## config.mk

```make
export PLATFORM = sky130hd
export DESIGN_NAME = arb_rr4_decode
export DESIGN_NICKNAME = d
export VERILOG_FILES = /design/src/rtl/arb_rr4_decode_pkg.sv /design/src/rtl/arb_rr4_decode_dec.sv /design/src/rtl/arb_rr4_decode_pick.sv /design/src/rtl/arb_rr4_decode.sv
export SDC_FILE = /design/constraint.sdc
export NUM_CORES = 1
export LEC_CHECK = 0
export CAP_MARGIN = 20
export CORE_AREA = 3 3 43 45
export CTS_CLUSTER_DIAMETER = 120
export DETAILED_ROUTE_END_ITERATION = 8
export DIE_AREA = 0 0 46 48
export PLACE_DENSITY_LB_ADDON = 0.25
export SLEW_MARGIN = 20
export SYNTH_ARGS = -nofsm -noshare
export SYNTH_HDL_FRONTEND = slang
export SYNTH_HIERARCHICAL = 1
export SYNTH_SLANG_ARGS = --single-unit
```

## constraint.sdc

```tcl
create_clock -name clk -period 2.1 [get_ports clk]
set_input_delay 0.315 -clock clk [delete_from_list [all_inputs] [get_ports clk]]
set_output_delay 0.315 -clock clk [all_outputs]
set_load 0.01 [all_outputs]
```

## src/rtl/arb_rr4_decode_pkg.sv

```systemverilog
// rtl/arb_rr4_decode_pkg.sv - shared state encoding and sizing for the round-robin arbiter
package arb_rr4_decode_pkg;

    typedef enum logic {
        ST_IDLE = 1'b0,
        ST_OWN  = 1'b1
    } arb_state_t;

    localparam int REQ_N            = 4;
    localparam int MAX_HOLD_DEFAULT = 8;

endpackage

```

## src/rtl/arb_rr4_decode_dec.sv

```systemverilog
// rtl/arb_rr4_decode_dec.sv - 2-to-4 one-hot decoder with enable
//
// en  : when low the output is all zero
// id  : index to decode
// dec : one-hot result
module dec2to4 (
    input  logic       en,
    input  logic [1:0] id,
    output logic [3:0] dec
);

    assign dec = en ? (4'b0001 << id) : 4'b0000;

endmodule

```

## src/rtl/arb_rr4_decode_pick.sv

```systemverilog
// rtl/arb_rr4_decode_pick.sv - combinational round-robin winner search over four requesters
//
// req     : request vector, bit i = requester i
// last_id : most recent owner; search starts at last_id+1 and ends at last_id
// win_id  : first requester found in that order (0 when no request)
// any_req : at least one request bit set
module rr_pick4
    import arb_rr4_decode_pkg::*;
(
    input  logic [REQ_N-1:0] req,
    input  logic [1:0]       last_id,
    output logic [1:0]       win_id,
    output logic             any_req
);

    logic       found;
    logic [1:0] idx;

    always_comb begin
        win_id = 2'b00;
        found  = 1'b0;
        idx    = 2'b00;
        for (int k = 1; k <= REQ_N; k++) begin
            // 2-bit addition wraps naturally, giving the modulo-4 search order
            idx = last_id + k[1:0];
            if (!found && req[idx]) begin
                win_id = idx;
                found  = 1'b1;
            end
        end
    end

    assign any_req = |req;

endmodule

```

## src/rtl/arb_rr4_decode.sv

```systemverilog
// rtl/arb_rr4_decode.sv - four-way round-robin arbiter with hold limit and registered one-hot grant
//
// clk       : rising-edge clock
// reset_n   : asynchronous active-low reset
// req       : level-sensitive request vector
// gnt       : one-hot grant, zero when idle
// gnt_id    : index of current owner (meaningful only with gnt_valid)
// gnt_valid : a grant is active
// hold_cnt  : cycles the current owner has held the grant, from 0
module arb_rr4_decode
    import arb_rr4_decode_pkg::*;
#(
    parameter int MAX_HOLD = MAX_HOLD_DEFAULT,
    parameter int HOLD_W   = 4
) (
    input  logic              clk,
    input  logic              reset_n,
    input  logic [REQ_N-1:0]  req,
    output logic [REQ_N-1:0]  gnt,
    output logic [1:0]        gnt_id,
    output logic              gnt_valid,
    output logic [HOLD_W-1:0] hold_cnt
);

    localparam logic [HOLD_W-1:0] HOLD_LAST = HOLD_W'(MAX_HOLD - 1);

    arb_state_t        state, state_d;
    logic [1:0]        last_id, last_d;
    logic [1:0]        id_d;
    logic [HOLD_W-1:0] hold_d;

    logic [1:0]        pick_last;
    logic [1:0]        win_id;
    logic              any_req;
    logic [REQ_N-1:0]  own_mask;
    logic              others;

    // While owning, any change of owner treats the current owner as the
    // most recent one, so the search starts just past gnt_id.
    assign pick_last = (state == ST_OWN) ? gnt_id : last_id;
    assign own_mask  = REQ_N'(1) << gnt_id;
    assign others    = |(req & ~own_mask);

    rr_pick4 u_pick (
        .req     (req),
        .last_id (pick_last),
        .win_id  (win_id),
        .any_req (any_req)
    );

    always_ff @(posedge clk or negedge reset_n) begin
        if (!reset_n) begin
            state    <= ST_IDLE;
            gnt_id   <= 2'b00;
            hold_cnt <= '0;
            last_id  <= 2'b11;
        end else begin
            state    <= state_d;
            gnt_id   <= id_d;
            hold_cnt <= hold_d;
            last_id  <= last_d;
        end
    end

    always_comb begin
        state_d = state;
        id_d    = gnt_id;
        hold_d  = hold_cnt;
        last_d  = last_id;
        case (state)
            ST_IDLE: begin
                hold_d = '0;
                if (any_req) begin
                    state_d = ST_OWN;
                    id_d    = win_id;
                end
            end
            ST_OWN: begin
                if (!req[gnt_id]) begin
                    // Release wins over hold expiry; hand over with no idle bubble.
                    last_d = gnt_id;
                    hold_d = '0;
                    if (others) begin
                        id_d = win_id;
                    end else begin
                        state_d = ST_IDLE;
                    end
                end else if (others && hold_cnt == HOLD_LAST) begin
                    last_d = gnt_id;
                    id_d   = win_id;
                    hold_d = '0;
                end else if (!others) begin
                    // Sole requester: saturate rather than wrap.
                    if (hold_cnt != HOLD_LAST) begin
                        hold_d = hold_cnt + HOLD_W'(1);
                    end
                end else begin
                    hold_d = hold_cnt + HOLD_W'(1);
                end
            end
            default: begin
                state_d = ST_IDLE;
                hold_d  = '0;
            end
        endcase
    end

    assign gnt_valid = (state == ST_OWN);

    dec2to4 u_dec (
        .en  (gnt_valid),
        .id  (gnt_id),
        .dec (gnt)
    );

endmodule

```

Yosys cells after proc, flatten, opt, wreduce, memory -nomap -nowiden
Cells that the tools add are included.

$add $sub $neg: 4. $lt $le $gt $ge: 5. Eq/ne operators: 7. Shifts and indexed selects: 1. Mux-type cells: 35. Bitwise logic cells: 3. Reductions and logical operators: 11.

Operator list (number): 2-to-1 mux 2 bit (11); 2-to-1 mux 4 bit (5); < comparator 2 x 3 -> 1 bit (second input constant) (5); 2-to-1 mux 1 bit (11); binary-select mux 1 bit (select 2 bit) (5); case mux 4 bit (2 select lines) (1); OR reduction 4 bit (2); inequality test 5 x 3 -> 1 bit (second input constant) (1); adder 2 bit (second input constant) (2); adder 4 x 1 -> 4 bit (second input constant) (1); AND 4 bit (1); equality test 4 x 3 -> 1 bit (second input constant) (1); logical AND 1 bit (4); inequality test 4 x 3 -> 1 bit (second input constant) (1); NOT 4 bit (1); case mux 2 bit (2 select lines) (1); << shifter 1 x 2 -> 4 bit (first input constant) (1); zero test 1 bit (3); inequality test 3 x 1 -> 1 bit (second input constant) (1); inequality test 3 x 2 -> 1 bit (second input constant) (1); AND reduction 3 bit (1); adder 2 x 1 -> 2 bit (second input constant) (1); inequality test 2 x 1 -> 1 bit (second input constant) (1); inequality test 2 bit (second input constant) (1); 3 further kinds (3).

Register bits after elaboration: 9. Input bits: 6. Output and inout port bits: 11. Word-level logic and storage cells: 70.

Depth between registers and ports, before layout
Gate-level depths: netlist (run 1).

Depth in word-level cells: 17. Mapped depth: 6. Mapped depth without buffers: 5.

Modules after synthesis
The synthesis (run 1) kept the hierarchy.

Modules (own cells, without submodules): arb_rr4_decode (instances 1, cells each 53, area each 545.5 um^2, seq. area each 227.7 um^2); rr_pick4 (instances 1, cells each 14, area each 81.3 um^2, seq. area each 0.0 um^2); dec2to4 (instances 1, cells each 4, area each 37.5 um^2, seq. area each 0.0 um^2).

Worst setup path before layout (run 1)
OpenSTA, ideal clock, no wires.

Path kind: flip-flop to flip-flop. Start point: register state, in the netlist gnt_valid. End point: register gnt_id[0]. Library setup time: 125 ps. Arrival: 1615 ps. Required time: 1975 ps. Path slack: 361 ps. Stages on the path, launching flop included: 6. Buffers on the path: 1. Clock period less this slack: 1739 ps. Path through: dfrtp_1 > clkbuf_1 > mux2_2 > mux2i_1 > o221ai_2 > mux2_2.

Longest elaborated chain between the ends: 17. Elaborated cells between the ends (all ways): 35. Classes of those cells: 3 x add/sub; 3 x eq/ne; 21 x mux; 1 x bitwise; 7 x reduce/logical.

Ends and longest elaborated chain: from (decl) (RTL line arb_rr4_decode.sv:27) `arb_state_t state, state_d;`; from (signal assigned) (RTL line arb_rr4_decode.sv:58) `state <= state_d;`; 2-to-1 mux 2 bit * (RTL line arb_rr4_decode.sv:40) `assign pick_last = (state == ST_OWN) ? gnt_id : last_id;`; via pick_last[1] (RTL line arb_rr4_decode.sv:32) `logic [1:0] pick_last;`; adder 2 x 1 -> 2 bit (RTL line arb_rr4_decode_pick.sv:25) `idx = last_id + k[1:0];`; binary-select mux 1 bit (select 2 bit) (RTL line arb_rr4_decode_pick.sv:26) `if (!found && req[idx]) begin`; 2-to-1 mux 1 bit (not written as such) (RTL line arb_rr4_decode_pick.sv:26); 2-to-1 mux 1 bit (RTL line arb_rr4_decode_pick.sv:26); zero test 1 bit (RTL line arb_rr4_decode_pick.sv:26); logical AND 1 bit (RTL line arb_rr4_decode_pick.sv:26); (+3 left out); 2-to-1 mux 1 bit (RTL line arb_rr4_decode_pick.sv:26); zero test 1 bit (RTL line arb_rr4_decode_pick.sv:26); logical AND 1 bit (RTL line arb_rr4_decode_pick.sv:26); 2-to-1 mux 2 bit * (RTL line arb_rr4_decode_pick.sv:26); 2-to-1 mux 2 bit (on tied branches) (RTL line arb_rr4_decode.sv:83, arb_rr4_decode.sv:88); 2-to-1 mux 2 bit (RTL line arb_rr4_decode.sv:79) `if (!req[gnt_id]) begin`; case mux 2 bit (2 select lines) * (RTL line arb_rr4_decode.sv:70) `case (state)`; via id_d[0] (RTL line arb_rr4_decode.sv:29) `logic [1:0] id_d;`; to (signal assigned) (RTL line arb_rr4_decode.sv:59) `gnt_id <= id_d;`; to (decl) (RTL line arb_rr4_decode.sv:20) `output logic [1:0] gnt_id,`.

The timed path passes the listed nets; every way through them passes the cells marked *. The select of a mux whose other input is x is not followed. A chain may end at the register's enable or synchronous reset.

Worst setup path after layout (run 1)
Start point: register gnt_id[1]. End point: output gnt[3].

Longest elaborated chain between the ends: 2.

Ends and longest elaborated chain: << shifter 1 x 2 -> 4 bit (RTL line arb_rr4_decode_dec.sv:12) `assign dec = en ? (4'b0001 << id) : 4'b0000;`; 2-to-1 mux 4 bit (RTL line arb_rr4_decode_dec.sv:12); to (decl) (RTL line arb_rr4_decode.sv:19) `output logic [REQ_N-1:0] gnt,`.

Every way passes these cells.

==> results of run 1 <==
report_power, final:
group / internal (mW) / switching (mW)
logic: 0.391 / 0.271
clock network: 0.0701 / 0.0583
registers: 0.254 / 0.105
metrics by stage:
step | instance area, sq um | instances | total power, mW | setup slack [ns]
final | 906 | 111 | 1.15 | 0.163
after global routing | 906 | 111 | 1.25 | 0.0745
after floorplan | 664 | 71 | 0.755 | 0.361
after CTS | 906 | 111 | 1.17 | 0.144
after detailed placement | 878 | 107 | 1.04 | 0.0341
after global placement | 878 | 107 | 1.01 | 0.0213
state kept, by name (all words and copies together), names as in the netlist:
register / count
hold_cnt: 4
gnt_id: 2
last_id: 2
gnt_valid: 1
cell usage in the layout, fill, tap and decap left out:
cell | Yosys | final
and3b_1 | 3 | 3
mux4_2 | 1 | 1
nand4_1 | 1 | 1
a21boi_2 | 1 | 1
and2_2 | 1 | 1
buf_4 | 0 | 5
nor2_1 | 5 | 5
nor3_1 | 2 | 2
mux2_2 | 6 | 6
o31ai_1 | 1 | 1
nand2b_1 | 1 | 1
nand3_1 | 2 | 2
inv_1 | 2 | 2
o21a_1 | 1 | 1
clkbuf_4 | 0 | 3
clkinv_2 | 0 | 1
dfrtp_1 | 7 | 7
clkdlybuf4s50_1 | 0 | 16
nor2b_1 | 4 | 4
nor3b_2 | 1 | 1
a41oi_1 | 1 | 1
a21oi_1 | 6 | 6
o221ai_2 | 1 | 1
xor2_1 | 1 | 1
nand2_1 | 8 | 8
dfstp_2 | 2 | 2
mux2i_1 | 2 | 2
and3_2 | 2 | 2
o21ai_0 | 2 | 2
o211ai_1 | 1 | 1
ha_1 | 1 | 1
xnor2_1 | 1 | 1
nand3b_1 | 1 | 1
a31oi_1 | 2 | 2
cells by family (layout without fill, tap and decap cells):
| group | Yosys count | after routing | share of synthesized area, % |
|---|---|---|---|
| compound gates | 16 | 16 | 16.6 |
| xor+xnor | 2 | 2 | 2.64 |
| fa+ha+maj | 1 | 1 | 1.88 |
| buf+inv | 3 | 27 | 1.69 |
| flops | 9 | 9 | 34.3 |
| mux | 9 | 9 | 16.6 |
| simple gates | 31 | 31 | 26.4 |
critical path, delay by kind of cell, from the launching register on:
family,cells,cell delay (ns)
DFF,1,0.57
buffers and inverters,1,0.54
and+or+nand+nor,1,0.25
area by class of cell:
| type | instances | area [sq um] |
|---|---|---|
| clock inverters | 1 | 5.00 |
| repair buffers | 21 | 198 |
| fillers | 145 | 601 |
| flip-flops and latches | 9 | 228 |
| multi-input cells | 59 | 425 |
| clock buffers | 3 | 22.5 |
| inverters | 2 | 7.51 |
| well taps | 16 | 20.0 |
metal layers:
layer	routed length [um]	up-vias	global-route usage [%]
met5	0	-	0
met1	657	268	17.7
met4	0	0	3.41
met3	72	0	5.64
li1	-	310	-
met2	680	14	26.6
how the worst max path moves through the flow:
stage	startpoint	end	cells past startpoint
after floorplan	gnt_valid$_DFF_PN0_	gnt_id[0]$_DFFE_PN0P_	5
after global placement	req[2]	gnt_id[1]$_DFFE_PN0P_	5
after detailed placement	req[2]	gnt_id[1]$_DFFE_PN0P_	5
after CTS	gnt_id[1]$_DFFE_PN0P_	gnt[3]	2
after global routing	gnt_id[1]$_DFFE_PN0P_	gnt[3]	2
final	gnt_id[1]$_DFFE_PN0P_	gnt[3]	2
==> results.json, run 1 <==
{
  "ys_seq_elements": 9,
  "whs_ns": 0.343,
  "drive_above_1_share_pct": 25.3,
  "max_freq_mhz": 516,
  "post-synth-top-count-cell": "nand2_1",
  "postCtsSetupBuffers": 0,
  "synth.top_cells.by_area": "dfrtp_1, mux2_2, dfstp_2",
  "max_stage_delay_ns": 0.57,
  "grt_util_all_layers_pct": 15.2,
  "tightest_slew_ns": 0.392,
  "synth_common_cells": "nand2_1, dfrtp_1, a21oi_1, mux2_2, nor2_1",
  "drc_errors": 0,
  "num_antenna_cells": 0,
  "synth_cells": 71,
  "drt_first_pass_iters": 4,
  "outcome": "finished, final reports clean",
  "cp_slowest_cell": "dfrtp_1",
  "path_class": "register to output pin",
  "end_kind": "output pin",
  "vias": 592,
  "numPortBuffers": 16,
  "final_nets": 103,
  "cts_resized": 0,
  "synth_area_sq_um": 664,
  "htreeDepth": 1,
  "grt_pass1_wl_um": 2380,
  "finalHoldViolCount": 0,
  "rows": 14,
  "clockRootBuffer": "clkbuf_4",
  "cts_sinks": 9,
  "antenna_left": 0,
  "peakVddDrop_v": 0.000663,
  "finalCriticalPeriod_ns": 1.94,
  "fin_crit_sh_pct": 92.3,
  "cp_max_fo": 12,
  "r2r-start": "gnt_id[0]$_DFFE_PN0P_",
  "yosysSeqAreaShare_pct": 34.3,
  "rrSetupSlack_ns": 0.26,
  "drv_cap": 0,
  "core_sq_um": 1510,
  "ff2ff_path_depth": 4,
  "drv_slew": 0,
  "setup_tns_ns": 0,
  "synth_flop_cell": "dfrtp_1",
  "p_per_area_nw_per_um2": 1270,
  "netlist.top_cell.by_area": "dfrtp_1",
  "area_delta_synth_final_pct": 36.3,
  "rsz0062_at_grt": "false",
  "async_reset_ff_share_pct": 100,
  "routed_via_density": 5.33,
  "rr_endpoint": "gnt_id[1]$_DFFE_PN0P_",
  "die_area_sq_um": 2210,
  "crit_chain": "and3_2 > clkdlybuf4s50_1",
  "grt-ovfl-total": 0,
  "yosys.cell_types.count": 31,
  "routed_wl_um": 1410,
  "cts_tree": "built",
  "drt_iter0_drc": 18,
  "clkTransAtPathRegs_ns": 0.06,
  "finalSetupViolations": 0,
  "synth_edf_count": 0,
  "slew_headroom_pct": 73.8,
  "arrival_ns": 1.62,
  "grt_max_degree": 13,
  "synth_top_area_share_pct": 26.4,
  "insertion_delay_ns": 0.26,
  "utilization_pct": 60.1,
  "dpl.hpwl_um": 1200,
  "leakage_nw": 0.380,
  "cts_max_path_buffers": 2,
  "grt_pass1_vias": 571,
  "routabilityCongestion": 0.828,
  "drt-wirelength-per-cell_um": 12.7,
  "start_util_pct": 44.1,
  "ctsHoldBuffers": 0,
  "numCtsBuffers": 3,
  "cp-start-kind": "register",
  "antenna_found_initial": 0,
  "die_h_um": 48,
  "ys_warn_count": 6,
  "die_x_um": 46,
  "required_ns": 1.78,
  "io_pins": 17,
  "fin_skew_ns": 0.00789,
  "syn_area_per_cell_sq_um": 9.36,
  "worst_hold_path_type": "primary input to async pin",
  "syn_nets": 78
}
Note: power is estimated with default switching activity, not from simulation.
==> run 2: changes to the inputs <==
- ABC_AREA: not set -> 1
- CORE_AREA: 3 3 43 45 -> 3 3 50 52
- DIE_AREA: 0 0 46 48 -> 0 0 53 55
==> run 2 against run 1 <==
Effect of this change: combinational power rose by 130%; synthesized cell count increased by 77%; non-clock buffer count fell by 1; routed wire length grew 45%; global-route usage is 0.54 points higher; via count rose by 44%; sequential share of layout area decreased by 5.2 points; register-to-register slack improved by 0.02 ns; critical endpoint is now gnt[2]; highest routed layer unchanged.
==> results.json, run 2 <==
{
  "worst_hold_path_type": "primary input to async pin",
  "peakVddDrop_v": 0.000949,
  "grt_pass1_vias": 816,
  "p_int_mw": 0.933,
  "fin_skew_ns": 0.00515,
  "cts_tree": "built",
  "yosysSeqAreaShare_pct": 25.3,
  "leakage_nw": 0.555,
  "area_delta_synth_final_pct": 27.1,
  "synth_common_cells": "nand2_1, nand2_2, nand3_1",
  "regMostFlops": "hold_cnt",
  "largest_reg_flops": 4,
  "ff2ff_path_depth": 13,
  "power_switching_mw": 1.02,
  "synth_area_sq_um": 900,
  "fill_cells": 212,
  "dpl.hpwl_um": 1690,
  "drv_slew": 0,
  "async_reset_ff_share_pct": 100,
  "drc_errors": 0,
  "syn_nets": 133,
  "slew_headroom_pct": 72.5,
  "cp_max_fo": 9,
  "final_nets": 157,
  "biggestRegsByFlops": "hold_cnt: 4 flops, gnt_id: 2 flops, last_id: 2 flops",
  "ys_seq_elements": 9,
  "power_frac_seq_pct": 15.2,
  "htreeDepth": 1,
  "final_area_sq_um": 1140,
  "io_pins": 17,
  "netlist.top_cell.by_area": "dfrtp_1",
  "arrival_ns": 1.60,
  "routed_via_density": 4.82,
  "grt_max_degree": 11,
  "die_area_sq_um": 2920,
  "synth.top_cells.by_area": "dfrtp_1, nand2_1, nand2_2",
  "grt_util_all_layers_pct": 15.8,
  "drt_first_pass_iters": 4,
  "yosys.cell_types.count": 29,
  "routed_wl_um": 2040,
  "finalHoldViolCount": 0,
  "syn_area_per_cell_sq_um": 7.14,
  "final_common_cell": "nand2_1",
  "r2r-start": "gnt_valid$_DFF_PN0_",
  "drt-wirelength-per-cell_um": 11.5,
  "cts_max_path_buffers": 2,
  "core_sq_um": 2150,
  "path_class": "register to output pin",
  "p_per_area_nw_per_um2": 1710,
  "post-synth-top-count-cell": "nand2_1",
  "outcome": "finished, final reports clean",
  "pwr-share-clk_pct": 6.9,
  "rsz0062_at_grt": "false",
  "finalCriticalPeriod_ns": 1.92,
  "drive_above_1_share_pct": 30.9,
  "num_antenna_cells": 0,
  "start_util_pct": 41.9,
  "finalSetupViolations": 0,
  "clockRootBuffer": "clkbuf_4",
  "die_h_um": 55,
  "cp-start-kind": "register",
  "comb_power_share_pct": 77.9,
  "rows": 17,
  "tightest_slew_ns": 0.411,
  "drt_iter0_drc": 6,
  "placedInstanceArea_sq_um": 1110,
  "grt-ovfl-total": 0,
  "synth_flop_cell": "dfrtp_1",
  "antenna_found_initial": 0,
  "synth_top_area_share_pct": 19.5,
  "grt_pass1_wl_um": 3430,
  "max_freq_mhz": 522,
  "end_kind": "output pin",
  "synth_edf_count": 0,
  "antenna_left": 0,
  "cts_sinks": 9,
  "layout_common_cells": "nand2_1, clkdlybuf4s50_1, nand2_2, nand3_1, inv_1",
  "swShare_pct": 52.2,
  "drv_cap": 0,
  "required_ns": 1.78,
  "ys_warn_count": 6,
  "synth_cells": 126,
  "numPortBuffers": 16,
  "routabilityCongestion": 0.818,
  "setup_tns_ns": 0,
  "ctsHoldBuffers": 0,
  "insertion_delay_ns": 0.26,
  "clkTransAtPathRegs_ns": 0.06,
  "rr_endpoint": "gnt_id[1]$_DFFE_PN0P_",
  "die_x_um": 53,
  "vias": 853,
  "numCtsBuffers": 3,
  "rrSetupSlack_ns": 0.28,
  "fin_crit_sh_pct": 91.3
}
run 2: changes by cell type after synthesis, moves of 6 or more:
| cell | before | now |
|---|---|---|
| nand2_2 | 0 | 14 |
| a21oi_1 | 6 | 0 |
| nand2_1 | 8 | 36 |
| inv_1 | 2 | 8 |
| nand3_1 | 2 | 11 |
| mux2_2 | 6 | 0 |
run 2: area by class of cell:
class	instances	area (sq um)	share of cell area [%]
sequential	9	228	19.9
inverter	14	71.3	6.24
tap	28	35.0	3.06
multi-input combinational	102	593	51.9
clock buffer	4	26.3	2.30
timing repair buffer	20	190	16.6
run 2: what timing repair did:
item / CTS / global route
setup buffers: 0 / 0
gates resized for setup: 0 / 1
setup endpoints to repair: 0 / 1
run 2: power groups by stage:
stage | clock [mW] | sequential [mW] | combinational [mW]
after detailed placement | 0 | 0.299 | 1.52
after floorplan | 0 | 0.345 | 1.08
after global placement | 0 | 0.294 | 1.48
after CTS | 0.136 | 0.296 | 1.52
after global routing | 0.142 | 0.302 | 1.69
final | 0.135 | 0.297 | 1.52
run 2: cell families (layout without fill, tap and decap cells):
logic type	Yosys count	count (layout)	synth area share (%)
buffers and inverters	15	38	9.18
adder cells (fa/ha/maj)	1	1	1.39
AO/OA/AOI/OAI	10	10	6.40
XOR/XNOR	2	2	1.95
multiplexers	1	1	1.11
flip-flops	9	9	25.3
AND/OR/NAND/NOR	88	88	54.7
run 2: worst max-delay path, stage by stage, from the launching register on:
cell and delay, ns:
dfrtp_1 0.41, buf_4 0.18, inv_1 0.05, nand2_1 0.06, nor2_1 0.09, clkdlybuf4s50_1 0.56
run 2: how the worst max path moves through the flow:
stage,endpoint,startpoint,depth (start not counted),slack [ns]
after floorplan,gnt_id[0]$_DFFE_PN0P_,gnt_valid$_DFF_PN0_,13,0.25
after global placement,gnt_id[0]$_DFFE_PN0P_,gnt_valid$_DFF_PN0_,13,0.22
after detailed placement,gnt_id[0]$_DFFE_PN0P_,gnt_valid$_DFF_PN0_,13,0.19
after CTS,gnt_id[0]$_DFFE_PN0P_,gnt_valid$_DFF_PN0_,13,0.18
after global routing,gnt_id[0]$_DFFE_PN0P_,gnt_valid$_DFF_PN0_,14,0.12
final,gnt[2],gnt_id[0]$_DFFE_PN0P_,5,0.18
run 2: per-stage QoR:
stage / hold WS, ns / cells / setup slack [ns] / util, % / power (mW)
after floorplan: 0.0194 / 126 / 0.255 / - / 1.42
after global placement: 0.457 / 173 / 0.224 / 51.8 / 1.78
after detailed placement: 0.462 / 173 / 0.194 / 51.8 / 1.82
after CTS: 0.363 / 177 / 0.179 / 53.1 / 1.96
after global routing: 0.387 / 177 / 0.118 / 53.2 / 2.13
final: 0.349 / 177 / 0.183 / 53.2 / 1.95
run 2: layer usage:
metal | part of all wire [%] | routed length [um] | global-route usage, % | up-vias
li1 | - | - | - | 451
met1 | 45 | 929 | 19.2 | 391
met2 | 53 | 1080 | 29.8 | 11
met3 | 1.8 | 37 | 1.61 | 0
met4 | 0 | 0 | 3.83 | 0
met5 | 0 | 0 | 0 | -
